--- src/rtl/float_to_int_pipe_if.sv ---
// Stream bundle for the float-to-int converter: input sample side and output result side.
interface float_to_int_pipe_if #(
  parameter int unsigned OUT_W = 16
);
  logic                    in_valid;
  logic                    in_ready;
  logic [31:0]             floatin;
  logic                    round_mode;
  logic                    out_valid;
  logic                    out_ready;
  logic signed [OUT_W-1:0] intout;
  logic                    ovf;
  logic                    invalid;
  logic                    underflow;

  // Producer/consumer side that feeds samples and drains results.
  modport master (
    output in_valid, floatin, round_mode, out_ready,
    input  in_ready, out_valid, intout, ovf, invalid, underflow
  );

  // Converter side.
  modport slave (
    input  in_valid, floatin, round_mode, out_ready,
    output in_ready, out_valid, intout, ovf, invalid, underflow
  );
endinterface

--- src/rtl/float_to_int_pipe.sv ---
// Three-stage IEEE-754 single to signed fixed-point converter with rounding,
// saturation and per-sample NaN/overflow/underflow flags.
module float_to_int_pipe #(
  parameter int unsigned OUT_W     = 16,
  parameter int unsigned FRAC_BITS = 0
) (
  input logic                 clk,
  input logic                 reset,
  float_to_int_pipe_if.slave  bus
);
  localparam int unsigned SH_W = 56;
  localparam int unsigned RW   = OUT_W + 1;
  localparam logic [OUT_W-1:0] HALF    = {1'b1, {(OUT_W-1){1'b0}}};
  localparam logic [OUT_W-1:0] POS_MAX = ~HALF;

  logic adv_c;
  logic [7:0] e_c;
  logic signed [9:0] k_c;

  logic v1, s1_sign, s1_nan, s1_inf, s1_zero, s1_rm;
  logic [23:0] s1_mag;
  logic signed [9:0] s1_k;

  logic [47:0] ext_c;
  logic [9:0] nk_c;
  logic [SH_W-1:0] iw_c;
  logic guard_c, sticky_c, big_c, inc_c;
  logic [RW-1:0] rnd_c;

  logic v2, s2_sign, s2_big, s2_nan, s2_inf, s2_zero;
  logic [OUT_W-1:0] s2_mag;

  logic [OUT_W-1:0] res_c;
  logic ovf_c, inv_c, unf_c;

  logic out_valid_q, ovf_q, inv_q, unf_q;
  logic [OUT_W-1:0] intout_q;

  // Whole pipe moves together unless the output is held by the consumer.
  assign adv_c        = !out_valid_q || bus.out_ready;
  assign bus.in_ready = adv_c && reset;
  assign bus.out_valid = out_valid_q;
  assign bus.intout    = intout_q;
  assign bus.ovf       = ovf_q;
  assign bus.invalid   = inv_q;
  assign bus.underflow = unf_q;

  // Decode: shift amount that maps the 24-bit mantissa onto the fixed-point grid.
  assign e_c = bus.floatin[30:23];
  assign k_c = $signed({2'b00, e_c}) + $signed(10'(FRAC_BITS)) - 10'sd150;

  // Stage 1 register: split fields and classify.
  always_ff @(posedge clk) begin
    if (!reset) begin
      v1 <= 1'b0;
    end else if (adv_c) begin
      v1      <= bus.in_valid;
      s1_sign <= bus.floatin[31];
      s1_mag  <= {1'b1, bus.floatin[22:0]};
      s1_k    <= k_c;
      s1_nan  <= (e_c == 8'd255) && (bus.floatin[22:0] != 23'd0);
      s1_inf  <= (e_c == 8'd255) && (bus.floatin[22:0] == 23'd0);
      s1_zero <= (e_c == 8'd0);
      s1_rm   <= bus.round_mode;
    end
  end

  // Scale by barrel shift, keep guard/sticky, apply rounding increment.
  always_comb begin
    ext_c    = '0;
    nk_c     = '0;
    iw_c     = '0;
    guard_c  = 1'b0;
    sticky_c = 1'b0;
    big_c    = 1'b0;
    if (!s1_k[9]) begin
      if (s1_k > 10'sd32) big_c = 1'b1;
      else                iw_c  = SH_W'(s1_mag) << s1_k[5:0];
    end else begin
      nk_c = 10'(-s1_k);
      if (nk_c < 10'd25) ext_c = {s1_mag, 24'd0} >> nk_c[4:0];
      else               ext_c = 48'd1;
      iw_c     = SH_W'(ext_c[47:24]);
      guard_c  = ext_c[23];
      sticky_c = |ext_c[22:0];
    end
    big_c = big_c || (|iw_c[SH_W-1:OUT_W]);
    inc_c = s1_rm && guard_c && (sticky_c || iw_c[0]);
    rnd_c = {1'b0, iw_c[OUT_W-1:0]} + RW'(inc_c);
  end

  // Stage 2 register: rounded magnitude plus out-of-range marker.
  always_ff @(posedge clk) begin
    if (!reset) begin
      v2 <= 1'b0;
    end else if (adv_c) begin
      v2      <= v1;
      s2_sign <= s1_sign;
      s2_mag  <= rnd_c[OUT_W-1:0];
      s2_big  <= big_c || rnd_c[OUT_W];
      s2_nan  <= s1_nan;
      s2_inf  <= s1_inf;
      s2_zero <= s1_zero;
    end
  end

  // Apply sign and saturate to the output rails; derive flags.
  always_comb begin
    res_c = '0;
    ovf_c = 1'b0;
    inv_c = 1'b0;
    unf_c = 1'b0;
    if (s2_nan) begin
      inv_c = 1'b1;
    end else if (s2_inf) begin
      ovf_c = 1'b1;
      res_c = s2_sign ? HALF : POS_MAX;
    end else if (!s2_zero) begin
      if (!s2_sign) begin
        if (s2_big || s2_mag > POS_MAX) begin
          res_c = POS_MAX;
          ovf_c = 1'b1;
        end else begin
          res_c = s2_mag;
        end
      end else begin
        if (s2_big || s2_mag > HALF) begin
          res_c = HALF;
          ovf_c = 1'b1;
        end else begin
          res_c = ~s2_mag + OUT_W'(1);
        end
      end
      unf_c = !s2_big && (s2_mag == '0);
    end
  end

  // Stage 3 register: the visible result, zeroed in bubble slots.
  always_ff @(posedge clk) begin
    if (!reset) begin
      out_valid_q <= 1'b0;
      intout_q    <= '0;
      ovf_q       <= 1'b0;
      inv_q       <= 1'b0;
      unf_q       <= 1'b0;
    end else if (adv_c) begin
      out_valid_q <= v2;
      intout_q    <= v2 ? res_c : '0;
      ovf_q       <= v2 && ovf_c;
      inv_q       <= v2 && inv_c;
      unf_q       <= v2 && unf_c;
    end
  end
endmodule

--- src/flat_wrapper.sv ---
// flat-port wrapper written by rule: the top's interface ports become plain ports
module float_to_int_pipe_flat 
#(
  parameter int unsigned OUT_W     = 16,
  parameter int unsigned FRAC_BITS = 0
)
  (clk, reset, bus_in_valid, bus_floatin, bus_round_mode, bus_out_ready, bus_in_ready, bus_out_valid, bus_intout, bus_ovf, bus_invalid, bus_underflow);
  float_to_int_pipe_if #(.OUT_W(OUT_W)) bus_i ();
  input logic clk;
  input logic reset;
  input wire logic [$bits(bus_i.in_valid)-1:0] bus_in_valid;
  input wire logic [$bits(bus_i.floatin)-1:0] bus_floatin;
  input wire logic [$bits(bus_i.round_mode)-1:0] bus_round_mode;
  input wire logic [$bits(bus_i.out_ready)-1:0] bus_out_ready;
  output wire logic [$bits(bus_i.in_ready)-1:0] bus_in_ready;
  output wire logic [$bits(bus_i.out_valid)-1:0] bus_out_valid;
  output wire logic [$bits(bus_i.intout)-1:0] bus_intout;
  output wire logic [$bits(bus_i.ovf)-1:0] bus_ovf;
  output wire logic [$bits(bus_i.invalid)-1:0] bus_invalid;
  output wire logic [$bits(bus_i.underflow)-1:0] bus_underflow;
  assign bus_i.in_valid = bus_in_valid;
  assign bus_i.floatin = bus_floatin;
  assign bus_i.round_mode = bus_round_mode;
  assign bus_i.out_ready = bus_out_ready;
  assign bus_in_ready = bus_i.in_ready;
  assign bus_out_valid = bus_i.out_valid;
  assign bus_intout = bus_i.intout;
  assign bus_ovf = bus_i.ovf;
  assign bus_invalid = bus_i.invalid;
  assign bus_underflow = bus_i.underflow;
  float_to_int_pipe #(.OUT_W(OUT_W), .FRAC_BITS(FRAC_BITS)) u_core (.clk(clk), .reset(reset), .bus(bus_i));
endmodule
--- config.mk ---
export PLATFORM = sky130hd
export DESIGN_NAME = float_to_int_pipe_flat
export DESIGN_NICKNAME = d
export VERILOG_FILES = /design/src/rtl/float_to_int_pipe_if.sv /design/src/rtl/float_to_int_pipe.sv /design/src/flat_wrapper.sv
export SDC_FILE = /design/constraint.sdc
export NUM_CORES = 1
export LEC_CHECK = 0
export CAP_MARGIN = 10
export CORE_ASPECT_RATIO = 1.1
export CORE_MARGIN = 10
export CORE_UTILIZATION = 50
export CTS_BUF_LIST = sky130_fd_sc_hd__clkbuf_2
export DETAILED_ROUTE_END_ITERATION = 8
export PLACE_DENSITY_LB_ADDON = 0.3
export SETUP_SLACK_MARGIN = 0.3
export SLEW_MARGIN = 20
export SYNTH_ARGS = -nofsm -noshare
export SYNTH_HDL_FRONTEND = slang
export SYNTH_SLANG_ARGS = --single-unit
--- constraint.sdc ---
create_clock -name clk -period 5.2 [get_ports clk]
set_clock_uncertainty 0.2 [all_clocks]
set_input_delay 1.3 -clock clk [delete_from_list [all_inputs] [get_ports clk]]
set_output_delay 1.3 -clock clk [all_outputs]
set_load 0.05 [all_outputs]
==> results of run 1 <==
-- logic make-up after synthesis --
kind of cell             Yosys count  share of synthesized area
adder cells (fa/ha/maj)            6                    0.01062
multiplexers                      79                     0.1840
XOR/XNOR                          21                    0.02601
AND/OR/NAND/NOR                  287                     0.2125
flip-flops                        80                     0.3086
AO/OA/AOI/OAI                    201                     0.2047
buffers and inverters             74                    0.05344
-- flip-flops by register name (all words and copies together), names as in the netlist, 9 cells and up --
name,cells
u_core.s2_mag,16
u_core.s1_k,9
u_core.bus.intout,16
u_core.s1_mag,23
-- through the flow --
stage / hold WS [ps] / utilization / cell area [µm²]
after floorplan: 200.3 / - / 7071
after global placement: 210.6 / 0.5525 / 7652
after detailed placement: 229.8 / 0.5525 / 7652
after CTS: 246.5 / 0.5624 / 7790
after global routing: 247.1 / 0.5633 / 7802
final: 255.4 / 0.5633 / 7802
-- power by group through the flow --
| stage | Clock (W) | Sequential [W] | Combinational [W] |
|---|---|---|---|
| finish | 0.000378 | 0.000777 | 0.000555 |
| global route | 0.000420 | 0.000783 | 0.000595 |
| CTS | 0.000390 | 0.000775 | 0.000544 |
| detailed placement | 0 | 0.000789 | 0.000542 |
| global placement | 0 | 0.000787 | 0.000541 |
| floorplan | 0 | 0.000766 | 0.000413 |
-- area by class of cell --
cell class	instances	area, µm²
sequential	80	2182
tap	188	235.2
multi-input combinational	594	4524
timing repair buffer	69	670.6
clock inverter	7	92.59
clock buffer	9	45.04
inverter	14	52.55
fill	1268	6048
-- synthesized netlist by cell type, types with 6 or more instances --
cell type | n | area [µm²]
a211oi_1 | 19 | 142.6
a21boi_0 | 22 | 165.2
a21o_1 | 6 | 45.04
a21oi_1 | 30 | 150.1
a31oi_1 | 7 | 43.79
and2_1 | 7 | 43.79
buf_2 | 8 | 40.04
buf_4 | 7 | 52.55
buf_6 | 7 | 78.83
clkbuf_1 | 33 | 123.9
dfxtp_1 | 22 | 440.4
edfxtp_1 | 58 | 1742
ha_1 | 6 | 75.07
inv_1 | 13 | 48.80
mux2_2 | 13 | 146.4
mux2i_1 | 25 | 250.2
mux4_2 | 39 | 878.3
nand2_1 | 74 | 277.8
nand2b_1 | 6 | 37.54
nand3_1 | 16 | 80.08
nand4_1 | 10 | 62.56
nor2_1 | 69 | 259.0
nor2b_1 | 10 | 62.56
nor3_1 | 32 | 160.2
nor3b_1 | 7 | 52.55
nor4_1 | 19 | 118.9
o211ai_1 | 6 | 45.04
o21a_1 | 6 | 45.04
o21ai_0 | 36 | 180.2
o22a_1 | 11 | 96.34
or3_1 | 6 | 37.54
xnor2_1 | 10 | 87.58
xor2_1 | 11 | 96.34
-- path summary, 6_finish.rpt --
check                            from                           to  slack (ps)  depth (start not counted)
max reg2reg  u_core.s1_k[0]$_DFFE_PP_  u_core.s2_mag[10]$_DFFE_PP_         890                         11
min          u_core.s1_zero$_DFFE_PP_     u_core.s2_zero$_DFFE_PP_         260                          0
max          u_core.s1_k[0]$_DFFE_PP_  u_core.s2_mag[10]$_DFFE_PP_         890                         11
min reg2reg  u_core.s1_zero$_DFFE_PP_     u_core.s2_zero$_DFFE_PP_         260                          0
-- worst register-to-register path, delay by kind of cell, from the launching register on --
| kind | cells | cell delay [ps] |
|---|---|---|
| AO/OA/AOI/OAI | 3 | 890 |
| XOR/XNOR | 1 | 100 |
| adder cells (fa/ha/maj) | 3 | 1120 |
| buffers and inverters | 2 | 900 |
| flip-flops | 1 | 430 |
| AND/OR/NAND/NOR | 2 | 440 |
-- per-layer routing --
| metal | vias up | wire length (µm) |
|---|---|---|
| met3 | 75 | 1396 |
| li1 | 2946 | - |
| met4 | 0 | 1059 |
| met1 | 2998 | 7678 |
| met2 | 332 | 9987 |
| met5 | - | 0 |
==> results by group, run 1 <==
Clocking
  – Sink Count: 80
  – CTS tree: done
  – Clock slew at reported path FFs: 220 ps
  – Worst-Skew Late Latency: 570 ps
  – CTS H-tree depth: 3
  – Clock Tree Root: clkbuf_2
  – CTS resizes: 0
  – Clock buffer depth: 2
  – Setup repair bufs after CTS: 0
  – Hold-fix buffers, CTS: 0
  – Inserted Clock Buffers: 9

Synthesis
  – Mapped Area: 0.007071 mm²
  – Number of synthesized register bits: 80
  – Primary FF master, synth: edfxtp_1
  – Post-synth cell types: 92
  – Ys async rst share: 0
  – Yosys warns: 0
  – Syn nets: 791
  – Post-Syn Area per Cell: 9.453 µm²
  – Post-synth EDFFs: 58
  – Mapped Cells: 748
  – Sequential share of the synthesized area: 0.3086

Power and ir drop
  – Tot Pwr: 0.001710 W
  – Part of the power in registers: 0.454
  – Logic pwr share: 0.325
  – Net Sw Frac: 0.3462
  – Switching pwr: 0.0005922 W
  – Leak Pwr: 2.628 nW
  – Pwr per Cell Area: 219.2 mW/mm²
  – Int Pwr: 0.001118 W
  – Clock power frac: 0.221
  – Max rail drop VDD: 0.0002432 V

Floorplanning
  – Die area: 0.01930 mm²
  – Die Y-Extent: 144.7 µm
  – Die width: 133.4 µm
  – # rows: 45
  – Starting Density: 0.5105
  – # IOs: 58
  – Core area: 0.01385 mm²

Final layout
  – Layout cells sized above 1: 0.1449
  – N_diodes: 0
  – Nets: 811
  – Final Non-Filler Cells: 961
  – Commonest non-fill, non-tap cell in the layout: nand2_1
  – Most frequent cells in the layout: 74 x nand2_1, 69 x nor2_1, 58 x edfxtp_1
  – P&R area growth vs syn: 10.35%

Route
  – Routed WL per cell: 20.94 µm
  – DRC errors left: 0
  – Final ANT Viol Nets: 0
  – DRT iter0 DRCs: 648
  – DR vias/cell: 6.609
  – First-pass detailed-route iteration total: 5
  – Routed Wire Length: 20.12 mm
  – DR vias: 6351

Timing
  – RSZ-0062 raised after global routing: false
  – Part of the cycle the worst path needs: 0.8287
  – Hold Vio Cnt, Final: 0
  – Final TNS setup: 0 ps
  – F_max: 0.2320 GHz
  – Slew headroom: 0.3025
  – PnR worst setup slack: 890.5 ps
  – Slew of the pin with the lowest slew margin: 1032 ps
  – Fin crit period: 4309 ps
  – Slew Limit Fails: 0
  – Final setup violating endpoints: 0

Global route
  – Most Crowded Layer GR: met2
  – GR Layer Usage met1: 0.2387
  – Met3 global-route usage: 0.04310
  – Tot GR Track Use: 0.2068
  – GR Overflow Total: 0
  – Met2 GRT Util: 0.3499
  – Antenna violations before repair: 0
  – Vias in the first global route: 6057
  – First-pass GRT wire length: 32.19 mm
  – Largest net degree at the start of global routing: 61

Setup path
  – Worst path cell trace: inv_1 > ha_1 > ha_1 > clkinv_1 > a211oi_1 > a211oi_1 > a211oi_2 > ha_1 > nand3_1 > nor2_1 > xnor2_1
  – CP Buf/Inv Count: 2
  – Worst path most repeated cell: ha_1
  – Req. time, crit path: 5340 ps
  – CP top delay family: adder cells
  – Worst Setup End Kind: register
  – CP Max Fanout: 16
  – Crit Path Class: reg2reg
  – Worst path max stage delay: 520 ps
  – Critical Path AT: 4450 ps
  – CP startpoint kind: register
  – Critical path's slowest cell: clkinv_1

Placement
  – PortBufs: 57
  – DP HPWL: 15.52 mm
  – Placed cells: 945
  – Dpl ws: 942.1 ps
  – GP Congestion: 1.063

Run status
  – Outcome: completed

Worst hold path
  – Hold WC Path Type: reg2reg

Flow run
  – MaxCap Viol Count: 0
No activity file was read; power rests on OpenSTA's default activity.
==> run 2, diff against run 1 <==
==> constraint.sdc (replaced) <==
create_clock -name clk -period 4.2 [get_ports clk]
set_clock_uncertainty 0.2 [all_clocks]
set_input_delay 1.05 -clock clk [delete_from_list [all_inputs] [get_ports clk]]
set_output_delay 1.05 -clock clk [all_outputs]
set_load 0.05 [all_outputs]
==> run 2 against run 1 <==
Against the previous run:
- global-route usage increased by 1.2 points
- total power increased by 28%
- sequential share of layout area decreased by 0.38 points
- clock power increased by 36%
- worst setup slack got worse by 370 ps
- cell count increased by 0.94%
- die area unchanged
- sequential power increased by 24%
- fmax increased by 17%
- non-clock buffer count increased by 8
- first-iteration DRC count decreased by 12%
- routed wire length increased by 6.2%
==> results by group, run 2 (same netlist as run 1, synthesis figures left out) <==
Run status
  – Outcome: completed

Final layout
  – Final Non-Filler Cells: 970
  – Most frequent cells in the layout: 74 x nand2_1, 69 x nor2_1, 58 x edfxtp_1
  – Layout cells sized above 1: 0.1588
  – Nets: 819
  – Largest register FFs: 23
  – Commonest non-fill, non-tap cell in the layout: nand2_1
  – P&R area growth vs syn: 11.87%
  – Fin util: 0.5711
  – Top reg by flops: u_core.s1_mag
  – Post-route cell area: 0.007910 mm²

Timing
  – Hold Vio Cnt, Final: 0
  – Slew headroom: 0.3489
  – Slew Limit Fails: 0
  – Final TNS setup: 0 ps
  – Slew of the pin with the lowest slew margin: 963.6 ps
  – Fin crit period: 3675 ps
  – RSZ-0062 raised after global routing: false
  – F_max: 0.2721 GHz
  – Final setup violating endpoints: 0
  – Part of the cycle the worst path needs: 0.8750

Route
  – Final ANT Viol Nets: 0
  – DRC errors left: 0
  – First-pass detailed-route iteration total: 5
  – DR vias/cell: 6.730
  – Routed WL per cell: 22.03 µm
  – DRT iter0 DRCs: 573
  – DR vias: 6528
  – Routed Wire Length: 21.37 mm

Setup path
  – Worst path most repeated cell: mux2i_1
  – CP top delay family: compound AO/OA/AOI/OAI gates
  – WP depth: 11
  – Critical Path Start: u_core.s1_k[0]$_DFFE_PP_
  – Reg2reg end: u_core.s2_mag[13]$_DFFE_PP_
  – CP Max Fanout: 17
  – Reg2Reg Setup Slack: 530 ps
  – Crit Path Class: reg2reg
  – Worst Setup End Kind: register
  – CP startpoint kind: register
  – Critical Path AT: 3820 ps
  – Critical path's slowest cell: o41ai_2
  – Worst reg2reg startpoint: u_core.s1_k[0]$_DFFE_PP_
  – Worst path cell trace: inv_1 > ha_4 > buf_4 > mux2i_1 > mux2i_1 > mux2i_1 > o21a_1 > o41ai_2 > nand3_2 > nor4b_2 > xor2_1
  – CP Buf/Inv Count: 2
  – Worst path max stage delay: 520 ps
  – Reg2Reg Depth: 11
  – Req. time, crit path: 4340 ps

Power and ir drop
  – Tot Pwr: 0.002196 W
  – Pwr per Cell Area: 277.6 mW/mm²
  – Max rail drop VDD: 0.0002285 V
  – Switching pwr: 0.0007864 W
  – Part of the power in registers: 0.440
  – Leak Pwr: 2.669 nW
  – Logic pwr share: 0.326
  – Net Sw Frac: 0.3582
  – Int Pwr: 0.001409 W
  – Clock power frac: 0.233

Clocking
  – CTS H-tree depth: 3
  – CTS tree: done
  – Worst-Skew Late Latency: 620 ps
  – Hold-fix buffers, CTS: 0
  – Clock buffer depth: 2
  – Clock Tree Root: clkbuf_2
  – Clock slew at reported path FFs: 290 ps
  – Sink Count: 80
  – Inserted Clock Buffers: 9

Floorplanning
  – Die Y-Extent: 144.7 µm
  – # rows: 45
  – Die width: 133.4 µm
  – Starting Density: 0.5105
  – # IOs: 58
  – Die area: 0.01930 mm²
  – Core area: 0.01385 mm²

Worst hold path
  – WHS Endpoint: u_core.s2_zero$_DFFE_PP_
  – Worst Hold Depth: 0
  – Hold WC Path Type: reg2reg
  – Hold wc startpoint: u_core.s1_zero$_DFFE_PP_

Global route
  – GR Layer Usage met1: 0.2531
  – Tot GR Track Use: 0.2189
  – First-pass GRT wire length: 33.93 mm
  – GR Overflow Total: 0
  – Most Crowded Layer GR: met2
  – Met3 global-route usage: 0.04069
  – Largest net degree at the start of global routing: 61
  – Antenna violations before repair: 1
  – Met2 GRT Util: 0.3750
  – Vias in the first global route: 6323

Placement
  – DP HPWL: 16.25 mm
  – Placed cell area: 0.007734 mm²
  – PortBufs: 57
  – GP Congestion: 0.9864
  – Placed cells: 952

Flow run
  – MaxCap Viol Count: 0
-- run 2: changes by cell type in the layout (fill, tap and decap cells not counted), moves of 2 or more --
| cell | before | now |
|---|---|---|
| ha_1 | 6 | 3 |
| inv_8 | 0 | 2 |
| ha_2 | 0 | 2 |
| buf_4 | 12 | 19 |
-- run 2: how the worst max path moves through the flow --
stage                                        to  slack, ps
global route        u_core.s2_mag[13]$_DFFE_PP_        290
finish              u_core.s2_mag[13]$_DFFE_PP_        530
CTS                 u_core.s2_mag[10]$_DFFE_PP_        360
floorplan           u_core.s2_mag[12]$_DFFE_PP_        280
global placement    u_core.s2_mag[12]$_DFFE_PP_        450
detailed placement  u_core.s2_mag[12]$_DFFE_PP_        390
-- run 2: layout make-up --
class | instances | area [µm²]
fillers | 1230 | 5941
multi-input cells | 594 | 4539
flip-flops and latches | 80 | 2182
repair buffers | 77 | 743.2
well taps | 188 | 235.2
clock inverters | 7 | 108.9
inverters | 14 | 53.80
clock buffers | 9 | 45.04
diodes | 1 | 2.502
-- run 2: routing by layer --
metal	share of wire	up-vias
li1	-	2959
met2	0.48	373
met5	0	-
met3	0.079	91
met1	0.38	3105
met4	0.059	0
-- run 2: timing repair --
action	4_1_cts	5_1_grt
resized for setup	0	2
buffers inserted	0	1
endpoints found under the setup margin	0	13
-- run 2: per-stage QoR --
| stage | setup WS (ps) | hold slack (ps) |
|---|---|---|
| 6_report | 525.1 | 233.6 |
| 5_1_grt | 291.1 | 267.4 |
| 4_1_cts | 362.8 | 254.5 |
| 3_5_place_dp | 391.9 | 205.6 |
| 3_3_place_gp | 448.8 | 208.1 |
| 2_1_floorplan | 280.1 | 200.3 |
-- run 2: power groups by stage --
| stage | Clock, W | Sequential, W | Combinational, W |
|---|---|---|---|
| floorplan | 0 | 0.000947 | 0.000514 |
| global placement | 0 | 0.000978 | 0.000694 |
| detailed placement | 0 | 0.000980 | 0.000693 |
| CTS | 0.000524 | 0.000963 | 0.000696 |
| global route | 0.000560 | 0.000973 | 0.000761 |
| finish | 0.000513 | 0.000967 | 0.000716 |
==> run 3, diff against run 2 <==
--- a/config.mk
+++ b/config.mk
@@ -11,7 +11,7 @@
 export CORE_UTILIZATION = 50
 export CTS_BUF_LIST = sky130_fd_sc_hd__clkbuf_2
 export DETAILED_ROUTE_END_ITERATION = 8
-export PLACE_DENSITY_LB_ADDON = 0.3
+export PLACE_DENSITY = 0.81
 export SETUP_SLACK_MARGIN = 0.3
 export SLEW_MARGIN = 20
 export SYNTH_ARGS = -nofsm -noshare
==> run 3 against run 2 <==
Against the previous run:
- global-route usage shrank 1.3 points
- critical path type unchanged
- highest routed layer unchanged
- utilization increased by 0.29 points
- die area is the same
- critical path depth up 2
==> results by group, run 3 (same netlist as run 1, synthesis figures left out) <==
Route
  – DRC errors left: 0
  – First-pass detailed-route iteration total: 6
  – Final ANT Viol Nets: 0
  – DR vias/cell: 6.703
  – Routed WL per cell: 20.39 µm
  – DR vias: 6549
  – DRT iter0 DRCs: 653
  – Routed Wire Length: 19.92 mm

Setup path
  – Req. time, crit path: 4420 ps
  – Reg2Reg Depth: 13
  – CP Max Fanout: 10
  – Worst reg2reg startpoint: u_core.s1_k[0]$_DFFE_PP_
  – Reg2Reg Setup Slack: 480 ps
  – Crit Path Class: reg2reg
  – Reg2reg end: u_core.s2_mag[12]$_DFFE_PP_
  – Worst Setup End Kind: register
  – Critical Path AT: 3940 ps
  – CP startpoint kind: register

Clocking
  – CTS tree: done
  – Clock buffer depth: 2
  – Clock Tree Root: clkbuf_2
  – Hold-fix buffers, CTS: 0
  – Clock slew at reported path FFs: 300 ps
  – Worst-Skew Late Latency: 670 ps
  – Sink Count: 80
  – CTS H-tree depth: 3
  – Inserted Clock Buffers: 9

Timing
  – Slew Limit Fails: 0
  – Hold Vio Cnt, Final: 0
  – Part of the cycle the worst path needs: 0.8847
  – PnR worst setup slack: 484.4 ps
  – Fin Hold WS: 234.9 ps
  – F_max: 0.2691 GHz
  – RSZ-0062 raised after global routing: true
  – Fin crit period: 3716 ps
  – Slew of the pin with the lowest slew margin: 1003 ps
  – Final TNS setup: 0 ps
  – Slew headroom: 0.3297
  – Final setup violating endpoints: 0

Placement
  – GP Congestion: 1.022
  – Placed cells: 957
  – DP HPWL: 14.91 mm
  – PortBufs: 57
  – Dpl ws: 462.2 ps

Global route
  – First-pass GRT wire length: 32.10 mm
  – Vias in the first global route: 6165
  – Antenna violations before repair: 2
  – Largest net degree at the start of global routing: 59
  – GR Overflow Total: 0
  – Tot GR Track Use: 0.2057

Worst hold path
  – Hold wc startpoint: u_core.s1_sign$_DFFE_PP_
  – Hold WC Path Type: reg2reg
  – WHS Endpoint: u_core.s2_sign$_DFFE_PP_
  – Worst Hold Depth: 0

Floorplanning
  – Die width: 133.4 µm
  – Die Y-Extent: 144.7 µm
  – # rows: 45
  – Die area: 0.01930 mm²
  – # IOs: 58
  – Core area: 0.01385 mm²
  – Starting Density: 0.5105

Final layout
  – Top reg by flops: u_core.s1_mag
  – Largest register FFs: 23
  – Most frequent cells in the layout: 74 x nand2_1, 69 x nor2_1, 58 x edfxtp_1
  – P&R area growth vs syn: 12.44%
  – Layout cells sized above 1: 0.1652
  – Nets: 825
  – Commonest non-fill, non-tap cell in the layout: nand2_1
  – Final Non-Filler Cells: 977

Run status
  – Outcome: completed

Flow run
  – MaxCap Viol Count: 0

Power and ir drop
  – Max rail drop VDD: 0.0002900 V
  – Pwr per Cell Area: 278.8 mW/mm²
  – Leak Pwr: 2.701 nW
[run 3: area by class of cell]
class                           instances  area [µm²]
Inverter                               14       53.80
Timing Repair Buffer                   83       775.7
Clock inverter                          7       108.9
Multi-Input combinational cell        594        4544
Tap cell                              188       235.2
Sequential cell                        80        2182
Clock buffer                            9       45.04
Antenna cell                            2       5.005
Fill cell                            1245        5901
[run 3: power breakdown]
part	switching, W	leakage [nW]	internal [W]
logic	0.000394	1.86	0.000307
clock network	0.000340	0.0909	0.000212
registers	0.0000708	0.753	0.000894
[run 3: how the worst max path moves through the flow]
stage / cells after the start / to / slack, ps / from
final: 13 / u_core.s2_mag[12]$_DFFE_PP_ / 480 / u_core.s1_k[0]$_DFFE_PP_
after global routing: 9 / u_core.s2_big$_DFFE_PP_ / 300 / u_core.s1_k[0]$_DFFE_PP_
after CTS: 11 / u_core.s2_big$_DFFE_PP_ / 400 / u_core.s1_k[0]$_DFFE_PP_
after detailed placement: 10 / u_core.s2_mag[13]$_DFFE_PP_ / 460 / u_core.s1_k[0]$_DFFE_PP_
after global placement: 12 / u_core.s2_mag[12]$_DFFE_PP_ / 560 / u_core.s1_k[0]$_DFFE_PP_
after floorplan: 17 / u_core.s2_mag[12]$_DFFE_PP_ / 280 / u_core.s1_k[0]$_DFFE_PP_
[run 3: through the flow]
stage	area, µm²	util	total power, W
final	7950	0.5740	0.002216
after global routing	7950	0.5740	0.002312
after CTS	7913	0.5713	0.002198
after detailed placement	7759	0.5602	0.001656
after global placement	7759	0.5602	0.001653
after floorplan	7096	-	0.001461
[run 3: worst max-delay path: stages (launching register included)]
cell and delay [ps]:
edfxtp_1 490, inv_1 140, ha_4 190, ha_1 350
buf_4 230, mux2_2 230, o2bb2ai_1 80, nor3_1 330
a211oi_1 130, a211oi_2 370, ha_2 300, nand3_2 130
nor3_1 200, xor2_1 100
[run 3: repair_timing]
item	in CTS	in global routing
endpoints found under the setup margin	0	10
hold endpoints to repair	0	0
setup buffers	0	2
gates resized for setup	0	1
[run 3: routing by layer]
| layer | global-route usage | share of wire | vias up | routed length (µm) |
|---|---|---|---|---|
| met1 | 0.2409 | 0.39 | 3121 | 7718 |
| li1 | - | - | 2982 | - |
| met4 | 0.1014 | 0.048 | 0 | 952 |
| met3 | 0.05207 | 0.075 | 73 | 1489 |
| met5 | 0 | 0 | - | 0 |
| met2 | 0.3458 | 0.49 | 373 | 9757 |
